File: src/rtl/pll_phase_sweep_ctrl.sv
// Steps rPLL PSDA through 16 phases, scores phase-detector hits per step,
// then parks the PLL on the best-scoring phase.
module pll_phase_sweep_ctrl #(
  parameter int SETTLE_CYCLES = 64,
  parameter int SAMPLE_CYCLES = 256,
  parameter int CNT_W         = 9
) (
  input  logic             clk,
  input  logic             rst_n,
  input  logic             start,
  input  logic             pll_lock,
  input  logic             pd_hit,
  output logic [3:0]       psda,
  output logic [3:0]       dutyda,
  output logic             busy,
  output logic             done,
  output logic             lock_err,
  output logic [3:0]       best_step,
  output logic [CNT_W-1:0] best_count
);

  localparam int MAXC = (SETTLE_CYCLES > SAMPLE_CYCLES) ?
                        SETTLE_CYCLES : SAMPLE_CYCLES;
  localparam int TW   = $clog2(MAXC + 1);

  typedef enum logic [2:0] {
    ST_IDLE,
    ST_WAIT_LOCK,
    ST_APPLY,
    ST_SETTLE,
    ST_SAMPLE,
    ST_EVAL,
    ST_FINAL
  } state_t;

  state_t           r_state;
  state_t           w_next;
  logic [TW-1:0]    r_tmr;
  logic [CNT_W-1:0] r_hit;
  logic [3:0]       r_cur;
  logic [3:0]       r_run_step;
  logic [CNT_W-1:0] r_run_cnt;
  logic [3:0]       r_psda;
  logic [3:0]       r_dutyda;
  logic             r_busy;
  logic             r_done;
  logic             r_lock_err;
  logic [3:0]       r_best_step;
  logic [CNT_W-1:0] r_best_cnt;

  logic w_settle_end;
  logic w_sample_end;
  logic w_active;
  logic w_abort;

  assign w_settle_end = (r_tmr == TW'(SETTLE_CYCLES - 1));
  assign w_sample_end = (r_tmr == TW'(SAMPLE_CYCLES - 1));
  assign w_active     = (r_state == ST_APPLY)  ||
                        (r_state == ST_SETTLE) ||
                        (r_state == ST_SAMPLE) ||
                        (r_state == ST_EVAL);
  assign w_abort      = w_active && !pll_lock;

  always_ff @(posedge clk or negedge rst_n) begin
    if (!rst_n) r_state <= ST_IDLE;
    else        r_state <= w_next;
  end

  always_comb begin
    w_next = r_state;
    unique case (r_state)
      ST_IDLE:      if (start) w_next = ST_WAIT_LOCK;
      ST_WAIT_LOCK: if (pll_lock) w_next = ST_APPLY;
      ST_APPLY:     w_next = ST_SETTLE;
      ST_SETTLE:    if (w_settle_end) w_next = ST_SAMPLE;
      ST_SAMPLE:    if (w_sample_end) w_next = ST_EVAL;
      ST_EVAL:      w_next = (r_cur == 4'd15) ? ST_FINAL : ST_APPLY;
      ST_FINAL:     w_next = ST_IDLE;
      default:      w_next = ST_IDLE;
    endcase
    if (w_abort) w_next = ST_IDLE;
  end

  always_ff @(posedge clk or negedge rst_n) begin
    if (!rst_n) begin
      r_tmr       <= '0;
      r_hit       <= '0;
      r_cur       <= '0;
      r_run_step  <= '0;
      r_run_cnt   <= '0;
      r_psda      <= 4'd0;
      r_dutyda    <= 4'd8;
      r_busy      <= 1'b0;
      r_done      <= 1'b0;
      r_lock_err  <= 1'b0;
      r_best_step <= '0;
      r_best_cnt  <= '0;
    end else begin
      r_done <= 1'b0;
      if (w_abort) begin
        // psda and best_* intentionally hold their last values
        r_busy     <= 1'b0;
        r_lock_err <= 1'b1;
      end else begin
        unique case (r_state)
          ST_IDLE: begin
            if (start) begin
              r_busy     <= 1'b1;
              r_lock_err <= 1'b0;
              r_cur      <= '0;
              r_run_step <= '0;
              r_run_cnt  <= '0;
            end
          end
          ST_APPLY: begin
            r_psda   <= r_cur;
            r_dutyda <= r_cur + 4'd8;
            r_tmr    <= '0;
            r_hit    <= '0;
          end
          ST_SETTLE: begin
            r_tmr <= w_settle_end ? '0 : r_tmr + 1'b1;
          end
          ST_SAMPLE: begin
            r_tmr <= r_tmr + 1'b1;
            r_hit <= r_hit + CNT_W'(pd_hit);
          end
          ST_EVAL: begin
            // strict compare: ties keep the lower step
            if (r_hit > r_run_cnt) begin
              r_run_step <= r_cur;
              r_run_cnt  <= r_hit;
            end
            if (r_cur != 4'd15) r_cur <= r_cur + 4'd1;
          end
          ST_FINAL: begin
            r_psda      <= r_run_step;
            r_dutyda    <= r_run_step + 4'd8;
            r_best_step <= r_run_step;
            r_best_cnt  <= r_run_cnt;
            r_done      <= 1'b1;
            r_busy      <= 1'b0;
          end
          default: ;
        endcase
      end
    end
  end

  assign psda       = r_psda;
  assign dutyda     = r_dutyda;
  assign busy       = r_busy;
  assign done       = r_done;
  assign lock_err   = r_lock_err;
  assign best_step  = r_best_step;
  assign best_count = r_best_cnt;

endmodule

File: config.mk
export PLATFORM = sky130hd
export DESIGN_NAME = pll_phase_sweep_ctrl
export DESIGN_NICKNAME = d
export VERILOG_FILES = /design/src/rtl/pll_phase_sweep_ctrl.sv
export SDC_FILE = /design/constraint.sdc
export NUM_CORES = 1
export LEC_CHECK = 0
export BUFFER_PORTS_ARGS = -buffer_cell sky130_fd_sc_hd__buf_2
export CELL_PAD_IN_SITES_DETAIL_PLACEMENT = 1
export CELL_PAD_IN_SITES_GLOBAL_PLACEMENT = 1
export CORE_MARGIN = 10
export CORE_UTILIZATION = 35
export CTS_CLUSTER_DIAMETER = 30
export DETAILED_ROUTE_END_ITERATION = 12
export PLACE_DENSITY = 0.73
export SYNTH_ARGS = -nofsm -noshare
export SYNTH_HDL_FRONTEND = slang
export SYNTH_SLANG_ARGS = --single-unit
export TNS_END_PERCENT = 100
File: constraint.sdc
create_clock -name clk -period 2.85 [get_ports clk]
set_clock_uncertainty 0.15 [all_clocks]
set_input_delay 0.4275 -clock clk [delete_from_list [all_inputs] [get_ports clk]]
set_output_delay 0.4275 -clock clk [all_outputs]
set_load 0.01 [all_outputs]
Word level (Yosys, flattened, before mapping) --
Cells that the tools add are included.
Storage, ports and cells: memories kept 0, bits in writable memories 0, bits in latches 0, logic and storage cells 87, input port bits 5, ROM bits 0, flip-flop bits (word level) 62, output and inout port bits 24
Operators by class: reductions and logical operators 22, eq/ne operators 17, bitwise operators 1, muxes and demuxes 28, add/subtract/negate cells 5, shift-type cells 0, multipliers 0, order comparisons 1, div/mod/pow operators 0
Operators with widths (number):
- $pmux 9 s2 | 2
- $pmux 4 s2 | 4
- $mux 9 | 3
- $pmux 9 s3 | 1
- $mux 3 | 6
- $pmux 3 s6 | 1
- $mux 4 | 3
- $ne 3x3->1 const B | 4
- $reduce_and 2->1 | 6
- $reduce_and 4->1 | 3
- $reduce_bool 2->1 | 5
- $add 9x1->9 | 1
- $add 9x1->9 const B | 1
- $eq 3x3->1 const B | 3
- $eq 9x6->1 const B | 1
- $eq 9x8->1 const B | 1
- $gt 9x9->1 | 1
- $add 4x4->4 const B | 2
- $mux 1 | 7
- $eq 3x2->1 const B | 2
- $reduce_bool 3->1 | 2
- $add 4x1->4 const B | 1
- $eq 4x4->1 const B | 1
- $ne 2x1->1 const B | 2
- 9 further kinds | 11

Logic depth before layout (Yosys ltp) --
depth after elaboration 7, gate-level depth with buffers 10, gate-level depth less buffers 10

Worst setup path before layout --
Ideal clock, no wire load.
kind flip-flop to flip-flop, start point register r_hit[1], end point register r_run_cnt[2], data required time 2.575 ns, setup time 0.125 ns, arrival time 1.777 ns, path buffers 1, setup slack 0.798 ns, clock period less this slack 2.052 ns, cell stages (with the launch flop) 8, cells stage by stage dfrtp_1 ha_1 nor2b_1 o21bai_1 a31oi_1 o21ai_2 buf_6 mux2_4
On the way: longest elaborated chain between the ends 3
RTL lines:
- start, declared | line 39 | logic [CNT_W-1:0] r_hit;
- start signal, assigned | line 126 | r_hit <= r_hit + CNT_W'(pd_hit);
- $gt 9x9->1 | line 130 | if (r_hit > r_run_cnt) begin
- $ne 2x1->1 (no source line)
- $reduce_and 4->1 (no source line)
- end signal, assigned | line 132 | r_run_cnt <= r_hit;
- end, declared | line 42 | logic [CNT_W-1:0] r_run_cnt;
No other way between the ends. A chain may end at the register's enable or synchronous reset.

Worst setup path after layout --
start point register r_hit[1], end point register r_run_step[3]
On the way: longest elaborated chain between the ends 3
RTL lines:
- $gt 9x9->1 | line 130
- $ne 2x1->1 (no source line)
- $reduce_and 4->1 (no source line)
- end signal, assigned | line 131 | r_run_step <= r_cur;
- end, declared | line 41 | logic [3:0] r_run_step;
No other way between the ends.

==> run summary <==
The area of the die came out at ~13000 µm². The number of nets handed over by synthesis was ~340. The final estimated routing congestion in global placement is ~0.79.

The initial antenna violation count came out at 0. The post-route netlist has 19.49% of its cells at a drive strength greater than 1. For the worst setup path, the data arrival time is ~2.5 ns.

The maximum clock frequency came out at about 400 MHz. The mean cell area of the mapped netlist came out at ~9.7 µm². The complex-gate fraction of the synthesized area came out at 11.82%. In this run, CTS created clock tree buffers numbering 9. The largest net degree at the start of global routing came out at 38. The synthesized-area fraction occupied by and/or/nand/nor cells came out at 20.20%. For the final routed database, the setup TNS stands at 0 ns. The clock net sink count came out at 59. The area used by multi-input combinational logic is roughly 1500 µm². The final max-slew violation count is 0. The type of element capturing the critical path is a flop.

The most repeated cell in the gate-level netlist after synthesis is dfrtp_1. The worst-skew pair later-pin latency is roughly 0.35 ns. The y dimension of the die came out at roughly 110 µm. The biggest area consumer among synthesized cells is dfrtp_1. The critical path goes through ha_1 > nor2b_1 > o21bai_1 > a31oi_1 > o21ai_2 > buf_4 > mux2_2. The minimum clock period after layout came out at between 2 and 2.5 ns. The number of DRC violations after detailed routing came out at 0. The first global-routing pass estimated about 12000 µm of wire. The XOR/XNOR share of the synthesized area is under 10%.

In this run the number of H-tree levels came out at 3. The CTS tree is yes. The number of global-route vias before repair was roughly 2400. For the pin with the worst max-slew slack, the measured transition is around 0.64 ns. The largest individual stage delay along the critical path comes from the cell dfrtp_1. In this run the tightest slew margin relative to its limit is between 50% and 60%. The adder and majority gate portion of the synthesized area is between 5 and 6%. The tool flagged a number of max-cap violations equal to 0. After synthesis, the cell types taking the most area are dfrtp_1, ha_1, nand2_1, o21ai_0, mux2_4.

Along the worst path, the maximum fanout reaches 8. The post-CTS resize count is 0. The post-route core utilization is about 40%. For this run, asynchronously set or reset flops after synthesis account for 100.0%.

The hold violation count in the final report came out at 0. The number of register bits inferred by synthesis is just under 60. The effective utilization at floorplan is 35.66%. Clock tree synthesis selected as its root buffer the cell clkbuf_8. The warning count from the yosys run came out at 0. The final net count came out at between 300 and 400. By area, the combinational part of the netlist is dominated by simple AND/OR/NAND/NOR gates. The total of fill cells in the finished design is slightly above 1000. The flow ran to the end, and the final reports show no timing, DRC or antenna violations. Setup repair after global routing left no endpoint under its margin. The cell area power density came out at roughly 730 nW/µm². The clock transition time at the flip-flop clock pins of the worst setup and hold paths is about 0.07 ns. The synthesized instance count came out at roughly 320. The worst register-to-register path begins at r_hit[1]. The share of cell area taken by muxes after synthesis is 6.136%. The number of buffers added on ports is 28. The total number of vias came out at 2311. The combined flip-flop and latch cell area is approximately 1500 µm².

The total global routing track utilization is 11.46%. The critical path starts at r_hit[1]. The number of rows in the core area is 34. The final critical path takes up 86.33% of the cycle. The post-synthesis cell type count came out at 50. The largest incremental delay on the critical path came out at between 0.4 and 0.5 ns. In the final routed layout, each cell accounts on average for around 15 µm. The total overflow left after global routing is 0. The startpoint identified for the worst hold timing path is best_count[7]. The commonest cells after synthesis are dfrtp_1, nand2_1, nor2_1. The setup-violating endpoint count in the final report came out at 0. The overall power came out at 2.598 mW.

The critical path data required time came out at 2.93 ns. The number of enable flip-flop cells after synthesis came out at 0. The number of I/O pins is 29.

The cell area after synthesis came out at about 3100 µm². The core region is around 8600 µm². From synthesis to final layout, the design area changed by 15.24%. IR analysis of the VDD net gives a maximum drop of between 0.2 and 0.3 mV.

The routed design has approximately 7000 µm of wire. The sequential-to-total area share from yosys stat is 47.99%. The number of detailed-routing iterations run before antenna repair is 4.

The vias per cell came out at roughly 5. The final HPWL from detailed placement came out at 5126 µm. In this run the worst hold path is classified as flop to flop. The die width is 113.8 µm. The count of antenna-violating nets left after detailed routing came out at 0. The number of antenna diodes in the final layout is 0. The setup path with the least slack is of type flop to flop. The static leakage power came out at approximately 1.8 nW.

The maximum root-to-sink buffer count came out at 2. The main flop type after synthesis is dfrtp_1. The initial DRC count is 98. Of the post-synthesis cell area, the dominant cell type holds a little under half. The worst setup path is launched from a flop.
==> worst paths after layout <==
check / endpoint / slack (ns) / cells after the start
setup / recovery: r_run_step[3] / 0.39 / 7
hold / removal: best_count[7] / 0.32 / 2
setup reg to reg: r_run_step[3] / 0.39 / 7
hold reg to reg: best_count[7] / 0.32 / 2
max in group asynchronous: dutyda[3] / 1.64 / 3
min in group asynchronous: best_count[5] / 0.49 / 3
==> cell type report <==
class | count | area share (%)
clock buffer | 10 | 3.597
clock inverter | 6 | 2.539
inverter | 16 | 1.693
multi-input combinational | 227 | 41.01
sequential | 59 | 41.64
tap | 108 | 3.808
timing repair buffer | 36 | 5.712
==> through the flow <==
| stage | hold slack, ns | instance area (µm²) | cells | worst slack [ns] |
|---|---|---|---|---|
| 6_report | 0.3230 | 3548 | 462 | 0.3895 |
| 5_1_grt | 0.3607 | 3548 | 462 | 0.2779 |
| 4_1_cts | 0.3295 | 3548 | 462 | 0.3765 |
| 3_5_place_dp | 0.2937 | 3321 | 445 | 0.3898 |
| 3_3_place_gp | 0.2871 | 3321 | 445 | 0.4799 |
| 2_1_floorplan | -0.01809 | 3079 | 318 | 0.7978 |
==> registers in the layout (all words and copies together) (netlist names), 3 cells and up <==
signal	flops
r_state	3
r_run_step	4
r_cur	4
r_hit	9
r_tmr	9
best_step	4
r_run_cnt	9
best_count	9
psda	4
==> report_power, final <==
| group | switching [mW] | internal, mW | leakage, nW |
|---|---|---|---|
| combinational | 0.373 | 0.269 | 0.845 |
| sequential | 0.147 | 0.958 | 0.799 |
| clock | 0.358 | 0.494 | 0.106 |
==> metal layers <==
metal | up-vias | track usage, % | wire length [µm]
met1 | 1122 | 14.48 | 3422
met3 | 10 | 3.780 | 338
li1 | 1147 | - | -
met4 | 0 | 5.263 | 120
met2 | 32 | 17.37 | 3104
met5 | - | 0 | 0
==> cells by family after synthesis <==
family          after synthesis
mux                          14
fa+ha+maj                    14
buf+inv                      32
flops                        59
simple gates                126
xor+xnor                     12
compound gates               61
==> layout by cell type, fill, tap and decap left out, types with 2 or more instances in the layout <==
cell type,count
xnor2_1,5
and4_1,2
clkinv_4,2
nand4_1,6
o21ai_0,28
nand3_1,10
and2b_1,2
ha_1,14
o21bai_1,2
nand2_1,46
a21boi_0,3
xor2_1,7
buf_2,28
nor2b_1,9
and2_1,2
mux2_4,9
clkbuf_8,9
and3_1,3
nand3b_1,2
buf_4,7
nor2_1,29
a21oi_1,12
nor3_1,6
nand2b_1,2
mux2i_1,2
inv_1,16
bufinv_16,2
mux2_2,3
a31oi_1,4
dfrtp_1,58
==> what timing repair did <==
action	4_1_cts	5_1_grt
hold buffers	1	0
setup buffers	0	0
endpoints found under the hold margin	58	0
==> worst max-delay path: cells and delay by family (launching register included) <==
kind	cells	cell delay, ns
simple gates	1	0.15
fa+ha+maj	1	0.36
buf+inv	1	0.27
flops	1	0.46
compound gates	3	0.60
mux	1	0.35
Power figures use the tool's default switching activity.
